`src/rtl/cgra_tile_cfg_mem.sv`:
```
// -----------------------------------------------------------------------------
// cgra_tile_cfg_mem
//
// Purpose:
//   Tile-side configuration store for one CGRA tile. Config words arrive over
//   the CSR-to-tile write port and are stored per context. When a run is
//   started, the stored contexts are replayed to the tile datapath, one
//   context per cycle, wrapping after the sampled context length.
//
//   Config word layout (CfgWidth = 49):
//     [48:43] ctrl, [42] predicate, [41:30] fu_in, [29:6] outport,
//     [5:0] predicate_in
//
// Optional feature (macro CGRA_CFG_PARITY_EN):
//   Each stored entry carries an even-parity bit computed at write time. On
//   replay the parity of the emitted word is re-checked; a mismatch raises
//   parity_err_o, which is sticky until the next accepted run start or reset.
//   Without the macro no parity is stored and parity_err_o does not exist.
//
// Ports:
//   clk_i           clock
//   rst_ni          synchronous active-low reset
//   cfg_addr_i      context index to write
//   cfg_data_i      config word to write
//   cfg_wr_en_i     write enable for a fired beat (0 = consume without effect)
//   cfg_wr_valid_i  write beat valid
//   cfg_ready_o     tile accepts write beats (only while idle)
//   run_start_i     pulse: begin replay from context 0
//   run_stop_i      pulse: end replay (wins over a simultaneous start)
//   ctx_len_i       number of contexts to replay, sampled at start;
//                   0 or > KernelSize means KernelSize
//   cfg_o           current context config word
//   cfg_valid_o     cfg_o carries a context this cycle
//   ctx_idx_o       index of the context on cfg_o
//   busy_o          replay in progress
//   loaded_o        every context written at least once since reset
//   parity_err_o    (CGRA_CFG_PARITY_EN only) sticky replay parity error
// -----------------------------------------------------------------------------
module cgra_tile_cfg_mem #(
    parameter int KernelSize = 4,
    parameter int CfgWidth   = 49,
    localparam int AW        = $clog2(KernelSize)
) (
    input  logic                clk_i,
    input  logic                rst_ni,
    input  logic [AW-1:0]       cfg_addr_i,
    input  logic [CfgWidth-1:0] cfg_data_i,
    input  logic                cfg_wr_en_i,
    input  logic                cfg_wr_valid_i,
    output logic                cfg_ready_o,
    input  logic                run_start_i,
    input  logic                run_stop_i,
    input  logic [AW:0]         ctx_len_i,
    output logic [CfgWidth-1:0] cfg_o,
    output logic                cfg_valid_o,
    output logic [AW-1:0]       ctx_idx_o,
    output logic                busy_o,
`ifdef CGRA_CFG_PARITY_EN
    output logic                parity_err_o,
`endif
    output logic                loaded_o
);

    // Full-length replay value and small constants at their exact widths.
    localparam logic [AW:0]   LenMax  = (AW+1)'(KernelSize);
    localparam logic [AW:0]   LenOne  = (AW+1)'(1);
    localparam logic [AW:0]   LenZero = (AW+1)'(0);
    localparam logic [AW-1:0] CtrOne  = AW'(1);
    localparam logic [AW-1:0] CtrZero = AW'(0);

    typedef enum logic [0:0] {
        ST_IDLE = 1'b0,
        ST_RUN  = 1'b1
    } state_e;

    // Even parity of a config word.
    function automatic logic parity_f(input logic [CfgWidth-1:0] word);
        return ^word;
    endfunction

    // -------------------------------------------------------------------------
    // State
    // -------------------------------------------------------------------------
    state_e              state_q, state_d;
    logic [CfgWidth-1:0] mem_q [KernelSize];
    logic [CfgWidth-1:0] mem_d [KernelSize];
    logic [KernelSize-1:0] mask_q, mask_d;
    logic                loaded_q, loaded_d;
    logic [AW-1:0]       ctr_q, ctr_d;
    logic [AW:0]         len_q, len_d;
    logic [CfgWidth-1:0] cfg_q, cfg_d;
    logic                cfg_valid_q, cfg_valid_d;
    logic [AW-1:0]       ctx_idx_q, ctx_idx_d;

`ifdef CGRA_CFG_PARITY_EN
    logic                par_q [KernelSize];
    logic                par_d [KernelSize];
    logic                par_err_q, par_err_d;
`endif

    logic                wr_fire_s;
    logic                start_ok_s;
    logic [AW:0]         len_sel_s;
    logic                ctr_last_s;

    // -------------------------------------------------------------------------
    // Handshake and run-control decode
    // -------------------------------------------------------------------------
    assign cfg_ready_o = (state_q == ST_IDLE);
    assign wr_fire_s   = cfg_wr_valid_i && cfg_ready_o;
    // A stop in the same cycle as a start cancels the start.
    assign start_ok_s  = run_start_i && !run_stop_i;
    // Zero and oversize lengths both mean "replay the whole kernel".
    assign len_sel_s   = ((ctx_len_i == LenZero) || (ctx_len_i > LenMax)) ? LenMax : ctx_len_i;
    assign ctr_last_s  = ({1'b0, ctr_q} == (len_q - LenOne));

    // Config memory, loaded mask and parity storage next-state.
    always_comb begin
        mem_d  = mem_q;
        mask_d = mask_q;
`ifdef CGRA_CFG_PARITY_EN
        par_d  = par_q;
`endif
        if (wr_fire_s && cfg_wr_en_i) begin
            mem_d[cfg_addr_i]  = cfg_data_i;
            mask_d[cfg_addr_i] = 1'b1;
`ifdef CGRA_CFG_PARITY_EN
            par_d[cfg_addr_i]  = parity_f(cfg_data_i);
`endif
        end else begin
            mem_d  = mem_q;
            mask_d = mask_q;
`ifdef CGRA_CFG_PARITY_EN
            par_d  = par_q;
`endif
        end
        // Taken from the post-write mask so loaded_o rises right after the
        // edge that completes the set.
        loaded_d = &mask_d;
    end

    // Replay FSM next-state and datapath outputs.
    always_comb begin
        state_d     = state_q;
        ctr_d       = ctr_q;
        len_d       = len_q;
        cfg_d       = {CfgWidth{1'b0}};
        cfg_valid_d = 1'b0;
        ctx_idx_d   = CtrZero;
        case (state_q)
            ST_IDLE: begin
                if (start_ok_s) begin
                    state_d = ST_RUN;
                    len_d   = len_sel_s;
                    ctr_d   = CtrZero;
                end else begin
                    state_d = ST_IDLE;
                    len_d   = len_q;
                    ctr_d   = ctr_q;
                end
            end
            ST_RUN: begin
                if (run_stop_i) begin
                    // The stop cycle emits nothing and parks the counter.
                    state_d = ST_IDLE;
                    ctr_d   = CtrZero;
                end else begin
                    state_d     = ST_RUN;
                    cfg_d       = mem_q[ctr_q];
                    cfg_valid_d = 1'b1;
                    ctx_idx_d   = ctr_q;
                    ctr_d       = ctr_last_s ? CtrZero : (ctr_q + CtrOne);
                end
            end
            default: begin
                state_d = ST_IDLE;
                ctr_d   = CtrZero;
                len_d   = LenZero;
            end
        endcase
    end

`ifdef CGRA_CFG_PARITY_EN
    // Sticky parity error: cleared by an accepted start, set by any emitted
    // context whose recomputed parity disagrees with the stored bit.
    always_comb begin
        par_err_d = par_err_q;
        case (state_q)
            ST_IDLE: begin
                if (start_ok_s) begin
                    par_err_d = 1'b0;
                end else begin
                    par_err_d = par_err_q;
                end
            end
            ST_RUN: begin
                if (run_stop_i) begin
                    par_err_d = par_err_q;
                end else begin
                    par_err_d = par_err_q | (par_q[ctr_q] != parity_f(mem_q[ctr_q]));
                end
            end
            default: begin
                par_err_d = par_err_q;
            end
        endcase
    end
`endif

    // State and output registers with synchronous active-low reset.
    always_ff @(posedge clk_i) begin
        if (!rst_ni) begin
            state_q     <= ST_IDLE;
            mask_q      <= {KernelSize{1'b0}};
            loaded_q    <= 1'b0;
            ctr_q       <= CtrZero;
            len_q       <= LenZero;
            cfg_q       <= {CfgWidth{1'b0}};
            cfg_valid_q <= 1'b0;
            ctx_idx_q   <= CtrZero;
            for (int i = 0; i < KernelSize; i++) begin
                mem_q[i] <= {CfgWidth{1'b0}};
`ifdef CGRA_CFG_PARITY_EN
                par_q[i] <= 1'b0;
`endif
            end
`ifdef CGRA_CFG_PARITY_EN
            par_err_q   <= 1'b0;
`endif
        end else begin
            state_q     <= state_d;
            mask_q      <= mask_d;
            loaded_q    <= loaded_d;
            ctr_q       <= ctr_d;
            len_q       <= len_d;
            cfg_q       <= cfg_d;
            cfg_valid_q <= cfg_valid_d;
            ctx_idx_q   <= ctx_idx_d;
            for (int i = 0; i < KernelSize; i++) begin
                mem_q[i] <= mem_d[i];
`ifdef CGRA_CFG_PARITY_EN
                par_q[i] <= par_d[i];
`endif
            end
`ifdef CGRA_CFG_PARITY_EN
            par_err_q   <= par_err_d;
`endif
        end
    end

    // -------------------------------------------------------------------------
    // Outputs
    // -------------------------------------------------------------------------
    assign cfg_o       = cfg_q;
    assign cfg_valid_o = cfg_valid_q;
    assign ctx_idx_o   = ctx_idx_q;
    assign busy_o      = (state_q == ST_RUN);
    assign loaded_o    = loaded_q;
`ifdef CGRA_CFG_PARITY_EN
    assign parity_err_o = par_err_q;
`endif

endmodule
```
`config.mk`:
```
export PLATFORM = sky130hd
export DESIGN_NAME = cgra_tile_cfg_mem
export DESIGN_NICKNAME = d
export VERILOG_FILES = /design/src/rtl/cgra_tile_cfg_mem.sv
export SDC_FILE = /design/constraint.sdc
export NUM_CORES = 1
export LEC_CHECK = 0
export BUFFER_PORTS_ARGS = -buffer_cell sky130_fd_sc_hd__buf_2
export CORE_ASPECT_RATIO = 0.75
export CORE_MARGIN = 1
export CORE_UTILIZATION = 58
export DETAILED_ROUTE_END_ITERATION = 7
export HOLD_SLACK_MARGIN = 0.12
export PLACE_DENSITY = 0.79
export SLEW_MARGIN = 10
export SYNTH_ARGS = -nofsm -noshare
export SYNTH_HDL_FRONTEND = slang
export SYNTH_SLANG_ARGS = --single-unit
```
`constraint.sdc`:
```
create_clock -name clk_i -period 1.8 [get_ports clk_i]
set_input_delay 0.18 -clock clk_i [delete_from_list [all_inputs] [get_ports clk_i]]
set_output_delay 0.18 -clock clk_i [all_outputs]
set_load 0.03 [all_outputs]
```
-- Word level (Yosys, flattened, before mapping)
Cells that the tools add are included.
- add/sub/neg operators: 2
- magnitude comparators: 6
- equality and inequality tests: 2
- mux-type cells: 17
- bitwise operators: 5
- reduce and logical (&&, ||, !) cells: 12
- operator list (operator ; count):
    196-bit bitwise mux ; 1
    49-bit 2-to-1 mux ; 3
    49-bit binary-select mux with 2-bit select ; 1
    49-bit demux with 2-bit select ; 1
    3-bit greater-or-equal comparator (second input constant) ; 2
    2-bit 2-to-1 mux ; 3
    2-bit NOT with 3-bit output ; 2
    1-bit logical AND ; 5
    4-bit 2-to-1 mux ; 1
    4-bit OR ; 1
    2-bit one-hot mux with 2 select lines ; 1
    2-bit AND reduction ; 2
    4-bit AND reduction ; 1
    2-bit by 3-bit equality test with 1-bit output ; 1
    3-bit > comparator (second input constant) ; 1
    3-bit logical NOT ; 1
    2-bit by 3-bit < comparator with 1-bit output (second input constant) ; 1
    3-bit by 1-bit < comparator with 1-bit output (second input constant) ; 1
    1-bit 2-to-1 mux ; 3
    3-bit 2-to-1 mux ; 1
    3-bit OR reduction ; 1
    3-bit by 1-bit subtractor with 3-bit output (second input constant) ; 1
    2-bit by 1-bit adder with 2-bit output (second input constant) ; 1
    1-bit demux with 2-bit select ; 1
    6 further kinds ; 7
- register bits after elaboration: 259
- input bits: 60
- output and inout bits: 55

-- Logic depth before layout (Yosys ltp)
Gate-level depths: netlist of run 1.
- word-level depth: 7
- gate-level depth with buffers: 6

-- Least setup slack after synthesis of run 1
OpenSTA, ideal clock, no wires.
- kind: reg2reg
- start: register state_q, in the netlist busy_o
- end: register ctr_q[1]
- setup time: 0.079 ns
- data arrival time: 1.546 ns
- slack: 0.174 ns
- cell stages (with the launch flop): 6
- clock period less this slack: 1.626 ns
- path through: dfxtp_1 inv_2 or3_4 clkinv_2 o311ai_1 a22oi_1
- cells in the longest elaborated chain, start to end: 2
- elaborated cells between the ends (all ways): 3
- classes of those cells: eq/ne (1); mux (1); bitwise (1)
- RTL lines (item ; RTL line ; text):
    start: declaration ; 84 ; state_e state_q, state_d;
    start signal: assignment ; 231 ; state_q <= state_d;
    1-bit NOT (*) ; - ;
    named net cfg_ready_o ; 50 ; output logic cfg_ready_o,
    2-bit one-hot mux with 2 select lines / 2-bit by 1-bit != test with 1-bit output (equally long branches) ; - ;
    end signal: assignment ; 216 ; ctr_q <= CtrZero;
    end signal: assignment ; 234 ; ctr_q <= ctr_d;
    end: declaration ; 89 ; logic [AW-1:0] ctr_q, ctr_d;
The timed path passes the listed nets; every way through them passes the cells marked *.
A chain may end at the register's enable or synchronous reset.

-- Worst setup path in the final report of run 1
- start: register state_q, in the netlist busy_o
- end: register len_q[1]
- cells in the longest elaborated chain, start to end: 2
- RTL lines (item ; RTL line ; text):
    1-bit NOT ; - ;
    2-bit AND reduction (no line) ; - ;
    end signal: assignment ; 217 ; len_q <= LenZero;
    end signal: assignment ; 235 ; len_q <= len_d;
    end: declaration ; 90 ; logic [AW:0] len_q, len_d;
Every way passes these cells.

==> results.md, run 1 <==
- Clock H-tree levels: 1
- I/O pin total: 115
- Highest achievable clock rate: 583 MHz
- Length in cells of the worst reg-to-reg path: 4
- Max clock buf depth: 3
- Synth top area share: 0.497
- Worst voltage drop across the vdd grid: roughly 600 uV
- Max incr delay on CP: 0.56 ns
- Endpoint of the worst hold path: mem_q[127]
- Max transition margin: 0.392
- Status: complete, but fails checks
- Most used flip-flop cell after synthesis: sky130_fd_sc_hd__dfxtp_1
- TritonCTS clock tree: built
- Postcts setup bufs: 0
- Number of buffers created by CTS: 24
- Source of the worst register-to-register timing path: busy_o
- Maximum number of pins on one net before global-route repair: 117
- Type of the most critical hold path: register to register
- Full die area: 18500 um^2
- Setup WS post-layout: 0.0833 ns
- Count of mapped cells out of synthesis: between 1000 and 1500
- Vias in the first global route: 8523
- Total of endpoints with negative setup slack in the final report: 0
- Routed vias: 9081
- Leakage: between 4 and 5 nW
- Number of DRC violations after detailed-routing iteration 0: 1090
- WHS Path Cells: 2
- Critical Path Start Type: register
- Clock Tree Root: sky130_fd_sc_hd__clkbuf_16
- Number of enable-type register cells in the synthesized netlist: 0
- Post-route clock period utilization: 0.954
- HPWL after detailed placement: approximately 15 mm
- Worst-path cell with the longest stage delay: sky130_fd_sc_hd__dlygate4sd3_1
- Distinct cells, synth: 38
- Overflow after GRT: 0
- Endpoint of the worst-slack reg-to-reg timing path: len_q[1]
- Drt total wl: roughly 27 mm
- Critical Path, Cell by Cell: or3b_2 > nand2_1 > a21oi_1 > dlygate4sd3_1
- # fillers: roughly 1300
- Max-slew violations: 0
- Post-Synthesis Cell Area: 10400 um^2
- Final hold violations: 0
- Total Neg Setup Slack: 0 ns
- Worst Setup End Kind: register
- Global placer's final weighted congestion: 0.811
- Total DRC errors in the routed layout: 1
- Area added between synthesis and finish: 20.4%
- R2R setup slack: 0.08 ns
- Remaining antenna violation count: 0
- Insertion delay of the later-clocked pin in the worst-skew pair: 0.51 ns
- Crit path DAT: around 2.1 ns
- DP Cell Count: roughly 1400
- Total clock sinks: 259
- Effective utilization at floorplan: 0.593
- Library cell with the highest instance count after synthesis: sky130_fd_sc_hd__dfxtp_1
- Post-Syn Nets: 1182
- Clock skew after layout: 0.00973 ns
- Overall Power: 11.7 mW
- Clock period minus worst slack: roughly 1.7 ns
- Data required time of the critical path: between 2 and 2.5 ns
- Per-instance average area after synthesis: 9.32 um^2
- Largest cells by area after synthesis: sky130_fd_sc_hd__dfxtp_1 50%, sky130_fd_sc_hd__mux4_2 11%, sky130_fd_sc_hd__a21oi_1 9.6%
- Critical path startpoint: busy_o
- Power density over cell area: 935 nW/um^2
- Most area-hungry cell type in the Yosys netlist: sky130_fd_sc_hd__dfxtp_1
- Pre-CTS worst setup slack: 0.213 ns
- Unrepaired setup endpoints after global routing: no
- Worst-path maximum fanout: 9
- Non-filler instance count after layout: around 1500
- Core region area: between 15000 and 20000 um^2
- Clock-pin slew of the registers on the worst-case setup and hold paths: 0.06 ns
- Sequential element share of the synthesized area: 0.497
- First-pass GRT wire length: ~43 mm
- TritonRoute pass-1 iters: 7
- NumNets Final: 1289
- Share of layout cells above drive strength 1: 0.195
- YS warnings: 0
- Flops & latches, synth: 259
- Average wire length per cell after detail routing: 17.8 um
- Routed via count divided by cell count: 6.12
- Commonest cells in the netlist: 259 x sky130_fd_sc_hd__dfxtp_1, 201 x sky130_fd_sc_hd__a21oi_1, 197 x sky130_fd_sc_hd__nand3_1, 191 x sky130_fd_sc_hd__o21ai_0, 67 x sky130_fd_sc_hd__clkbuf_1
- Total GRT Usage: 0.288
- Maxcap violations: 0
- Vertical die dimension: ~120 um
- Launch instance of the worst min-delay path: mem_q[127]
- Class of the most critical setup path: register to register
- Antenna violations before repair: 1
- Fraction of registers with async set/reset: 0
- Port Buffers: between 100 and 150
- Failing checks: design-rule violations
- Die extent in x: between 150 and 200 um
- Transition time at the pin with the least slew margin: 0.912 ns
- Num rows: 42
-- how the worst max path moves through the flow --
stage	to	slack, ns
after floorplan	ctr_q[1]	0.17
after global placement	cfg_o[22]	0.28
after detailed placement	cfg_o[16]	0.21
after CTS	len_q[1]	0.02
after global routing	len_q[1]	0.06
final	len_q[1]	0.08
-- power breakdown --
group	internal [mW]	leakage [nW]	switching, mW
clock network	2.75	0.362	2.09
registers	5.83	2.09	0.0614
logic	0.409	1.96	0.603
-- layer usage --
layer,global-route usage,part of all wire,up-vias
met2,0.454,0.47,373
met5,0,0,-
met1,0.414,0.44,4393
met4,0.0686,0.018,0
met3,0.0455,0.071,41
li1,-,-,4274
-- sequential cells by signal, summed over array words and instances (netlist names) --
| register | count |
|---|---|
| ctr_q | 2 |
| ctx_idx_o | 2 |
| len_q | 3 |
| busy_o | 1 |
| mem_q | 196 |
| cfg_valid_o | 1 |
| mask_q | 4 |
| cfg_o | 49 |
| loaded_o | 1 |
-- kinds of logic (layout without fill, tap and decap cells) --
group                      Yosys count  after routing  share of synthesized area
other                                0              1                          0
and+or+nand+nor                    270            270                      0.140
muxes                               49             49                      0.106
xor gates and xnor gates             3              3                    0.00252
adders and majority gates            2              2                    0.00240
DFF                                259            259                      0.497
AOI/OAI and AO/OA                  403            403                      0.195
buffers and inverters              134            256                     0.0574
-- critical path: cells and delay by family (launching register included) --
family	cells	cell delay, ns
and+or+nand+nor	2	0.62
buffers and inverters	1	0.56
DFF	1	0.37
AOI/OAI and AO/OA	1	0.06
-- stage by stage --
step	hold WS (ns)	instance area [um^2]	util
3_3_place_gp	0.422	11200	0.637
4_1_cts	0.471	12600	0.713
6_report	0.472	12600	0.714
3_5_place_dp	0.427	11200	0.637
2_1_floorplan	0.259	10400	-
5_1_grt	0.487	12600	0.714
-- cell type report --
cell class / instances / area [um^2] / share of cell area
Multi-Input combinational cell: 727 / 4680 / 0.373
Sequential cell: 259 / 5190 / 0.413
Tap cell: 242 / 303 / 0.0241
Clock buffer: 39 / 728 / 0.0580
Inverter: 9 / 42.5 / 0.00339
Antenna cell: 1 / 2.50 / 0.000199
Timing Repair Buffer: 206 / 1600 / 0.128
Clock inverter: 2 / 10.0 / 0.000797
-- layout by cell type, fill, tap and decap left out, types with 3 or more instances in the layout --
cell	count
sky130_fd_sc_hd__a21oi_1	201
sky130_fd_sc_hd__and2_1	49
sky130_fd_sc_hd__buf_12	15
sky130_fd_sc_hd__buf_2	113
sky130_fd_sc_hd__buf_4	17
sky130_fd_sc_hd__clkbuf_1	9
sky130_fd_sc_hd__clkbuf_16	25
sky130_fd_sc_hd__clkbuf_8	5
sky130_fd_sc_hd__clkinv_2	3
sky130_fd_sc_hd__dfxtp_1	256
sky130_fd_sc_hd__dlygate4sd3_1	61
sky130_fd_sc_hd__inv_1	5
sky130_fd_sc_hd__mux4_2	49
sky130_fd_sc_hd__nand2_1	4
sky130_fd_sc_hd__nand3_1	197
sky130_fd_sc_hd__nor2_1	7
sky130_fd_sc_hd__o21ai_0	191
sky130_fd_sc_hd__o21ai_1	5
-- timing repair --
item                                   4_1_cts  5_1_grt
gates resized for setup                      0        2
hold buffers                                61        0
endpoints found under the hold margin      205        0
setup endpoints to repair                    0        1
No activity file was read; power rests on OpenSTA's default activity.
==> inputs of run 2 (changes only) <==
--- a/config.mk
+++ b/config.mk
@@ -6,7 +6,7 @@
 export NUM_CORES = 1
 export LEC_CHECK = 0
 export BUFFER_PORTS_ARGS = -buffer_cell sky130_fd_sc_hd__buf_2
-export CORE_ASPECT_RATIO = 0.75
+export CORE_ASPECT_RATIO = 1.25
 export CORE_MARGIN = 1
 export CORE_UTILIZATION = 58
 export DETAILED_ROUTE_END_ITERATION = 7
==> run 2 against run 1 <==
The flow now finishes without violations. Clock skew up 0.0017 ns. Count of clock-buffer cells in the layout is 3 lower. First-iteration DRC count down 12%. Clock power shrank 1%. Sequential power is essentially flat. Largest cell class unchanged. Largest power group unchanged.
==> results.md, run 2 (synthesized netlist as in run 1, its figures left out) <==
- Status: completed
- Length in cells of the worst reg-to-reg path: 4 (unchanged)
- Vias in the first global route: 8605 (+0.96%)
- Proportion of power drawn by flip-flops and latches: 0.503 (about the same)
- TritonRoute pass-1 iters: 5 (-2)
- Int Power: 8.94 mW (-0.50%)
- R2R setup slack: 0.13 ns (+0.04 ns)
- Power density over cell area: 932 nW/um^2 (-0.32%)
- Unrepaired setup endpoints after global routing: no
- Vertical die dimension: 152 um (+29%)
- Reg with most FFs: mem_q
- Clock Tree Root: sky130_fd_sc_hd__clkbuf_16
- Overflow after GRT: 0 (unchanged)
- Area added between synthesis and finish: 20.2%
- Max clock buf depth: 3 (unchanged)
- Total GRT Usage: 0.282 (-0.00577)
- Post-route clock period utilization: 0.929 (-0.0249)
- Final instance area: 12500 um^2 (-0.16%)
- Worst-path cell with the longest stage delay: sky130_fd_sc_hd__dlygate4sd3_1
- Most frequent standard cell in the layout excluding fill and tap cells: sky130_fd_sc_hd__dfxtp_1
- NumNets Final: 1284 (-0.39%)
- Worst-path maximum fanout: 9 (unchanged)
- Routed via count divided by cell count: 6.17 (+0.94%)
- Transition time at the pin with the least slew margin: 0.766 ns (-0.146 ns)
- Fraction of power spent switching nets: 0.235 (about the same)
- Share of layout cells above drive strength 1: 0.193 (-0.00213)
- Maxcap violations: 0 (unchanged)
- Total of endpoints with negative setup slack in the final report: 0 (unchanged)
- Worst Setup End Kind: register
- Average wire length per cell after detail routing: 17.9 um (+0.14%)
- Critical Path, Cell by Cell: nor3b_4 > nand3_1 > dlygate4sd3_1 > a21oi_1
- Number of buffers created by CTS: 25 (+4.2%)
- First-pass GRT wire length: 42.8 mm (-1.3%)
- Clock H-tree levels: 1 (unchanged)
- I/O pin total: 115 (unchanged)
- HPWL after detailed placement: 14.0 mm (-4.6%)
- Leakage: 4.41 nW (-0.15%)
- Remaining antenna violation count: 0 (unchanged)
- Critical path startpoint: busy_o
- Source of the worst register-to-register timing path: busy_o
- Worst voltage drop across the vdd grid: 711 uV (+18%)
- Full die area: 18500 um^2 (about the same)
- Die extent in x: 122 um (-22%)
- Effective utilization at floorplan: 0.594 (+0.00127)
- Highest achievable clock rate: 598 MHz (+2.7%)
- Final hold violations: 0 (unchanged)
- Critical Path Start Type: register
- Endpoint of the worst-slack reg-to-reg timing path: len_q[1]
- Family with the most delay on the worst path: buffers and inverters
- Num rows: 54 (+29%)
- Max transition margin: 0.490 (+0.0973)
- Max incr delay on CP: 0.57 ns (about the same)
- Port Buffers: 114 (unchanged)
- Drt total wl: 26.1 mm (-1.4%)
- Clock skew after layout: 0.0115 ns (+0.00173 ns)
- Type of the most critical hold path: input port to register
- Insertion delay of the later-clocked pin in the worst-skew pair: 0.52 ns (about the same)
- Maximum number of pins on one net before global-route repair: 132 (+13%)
- Hold WS: 0.272 ns (-0.200 ns)
- Worst setup path endpoint: len_q[1]
- Routed vias: 9024 (-0.63%)
- Critical path depth in cells: 4 (unchanged)
- Max reg flops: 196 (unchanged)
- Buffers and inverters on the worst path: 1 (unchanged)
- Cell area after placement: 11200 um^2 (about the same)
- Commonest cells after routing, fill and taps aside: 257 x sky130_fd_sc_hd__dfxtp_1, 201 x sky130_fd_sc_hd__a21oi_1, 197 x sky130_fd_sc_hd__nand3_1, 191 x sky130_fd_sc_hd__o21ai_0, 113 x sky130_fd_sc_hd__buf_2
- Clock-pin slew of the registers on the worst-case setup and hold paths: 0.06 ns (about the same)
- Data required time of the critical path: 2.23 ns (+0.03 ns)
- Number of DRC violations after detailed-routing iteration 0: 957 (-12%)
- Clock period minus worst slack: 1.67 ns (-0.0448 ns)
- Core region area: 17600 um^2 (-0.21%)
- TritonCTS clock tree: built
- Total Neg Setup Slack: 0 ns (unchanged)
- Clock Power Share: 0.409 (-0.003)
- Total clock sinks: 259 (unchanged)
- Combinational cell fraction of total power: 0.088 (+0.002)
- Antenna violations before repair: 2 (+1)
- Global placer's final weighted congestion: 0.770 (-5.1%)
- Max-slew violations: 0 (unchanged)
- Total DRC errors in the routed layout: 0 (-1)
- Reported net switching power: 2.75 mW (-0.43%)
- Crit path DAT: 2.11 ns (about the same)
- Class of the most critical setup path: register to register
## run 2: cell type report
type / count / area [um^2]
inverters: 9 / 42.5
flip-flops and latches: 259 / 5190
multi-input cells: 727 / 4690
repair buffers: 200 / 1610
diodes: 3 / 7.51
clock buffers: 36 / 707
well taps: 224 / 280
clock inverters: 4 / 20.0
fillers: 1298 / 5020
## run 2: what timing repair did
action                                 4_1_cts  5_1_grt
buffers inserted                             0        0
setup endpoints to repair                    0        1
endpoints found under the hold margin      207        0
hold buffers                                59        0
gates resized for setup                      0        2
## run 2: worst min path at each step
stage,from,to,slack [ns],cells after the start
3_5_place_dp,run_stop_i,busy_o,0.42,2
5_1_grt,cfg_wr_en_i,mem_q[105],0.31,4
4_1_cts,cfg_addr_i[1],mask_q[2],0.26,3
6_report,cfg_addr_i[1],mask_q[2],0.27,3
2_1_floorplan,run_stop_i,busy_o,0.26,1
3_3_place_gp,run_stop_i,busy_o,0.42,2
## run 2: worst register-to-register path, cell delays in order (launching register included)
cell,delay (ns)
sky130_fd_sc_hd__dfxtp_1,0.41
sky130_fd_sc_hd__nor3b_4,0.31
sky130_fd_sc_hd__nand3_1,0.12
sky130_fd_sc_hd__dlygate4sd3_1,0.57
sky130_fd_sc_hd__a21oi_1,0.18
## run 2: stage by stage
stage / worst slack [ns] / util / instances / total power, mW
floorplan: 0.174 / - / 1120 / 6.57
global placement: 0.286 / 0.638 / 1360 / 6.90
detailed placement: 0.243 / 0.638 / 1360 / 6.91
CTS: 0.0473 / 0.713 / 1459 / 11.7
global route: 0.0203 / 0.714 / 1460 / 12.0
finish: 0.128 / 0.714 / 1462 / 11.7
## run 2: metal layers
| metal | vias to the layer above | global-route usage | share of wire |
|---|---|---|---|
| met5 | - | 0 | 0.00050 |
| met4 | 2 | 0.0988 | 0.028 |
| met3 | 62 | 0.0379 | 0.055 |
| met2 | 320 | 0.469 | 0.51 |
| met1 | 4393 | 0.373 | 0.40 |
| li1 | 4247 | - | - |
## run 2: power groups by stage
stage | combinational, mW | clock (mW) | sequential (mW)
finish | 1.03 | 4.78 | 5.88
global route | 1.11 | 5.05 | 5.89
floorplan | 0.582 | 0 | 5.99
detailed placement | 0.905 | 0 | 6.01
global placement | 0.899 | 0 | 6.00
CTS | 1.01 | 4.85 | 5.88
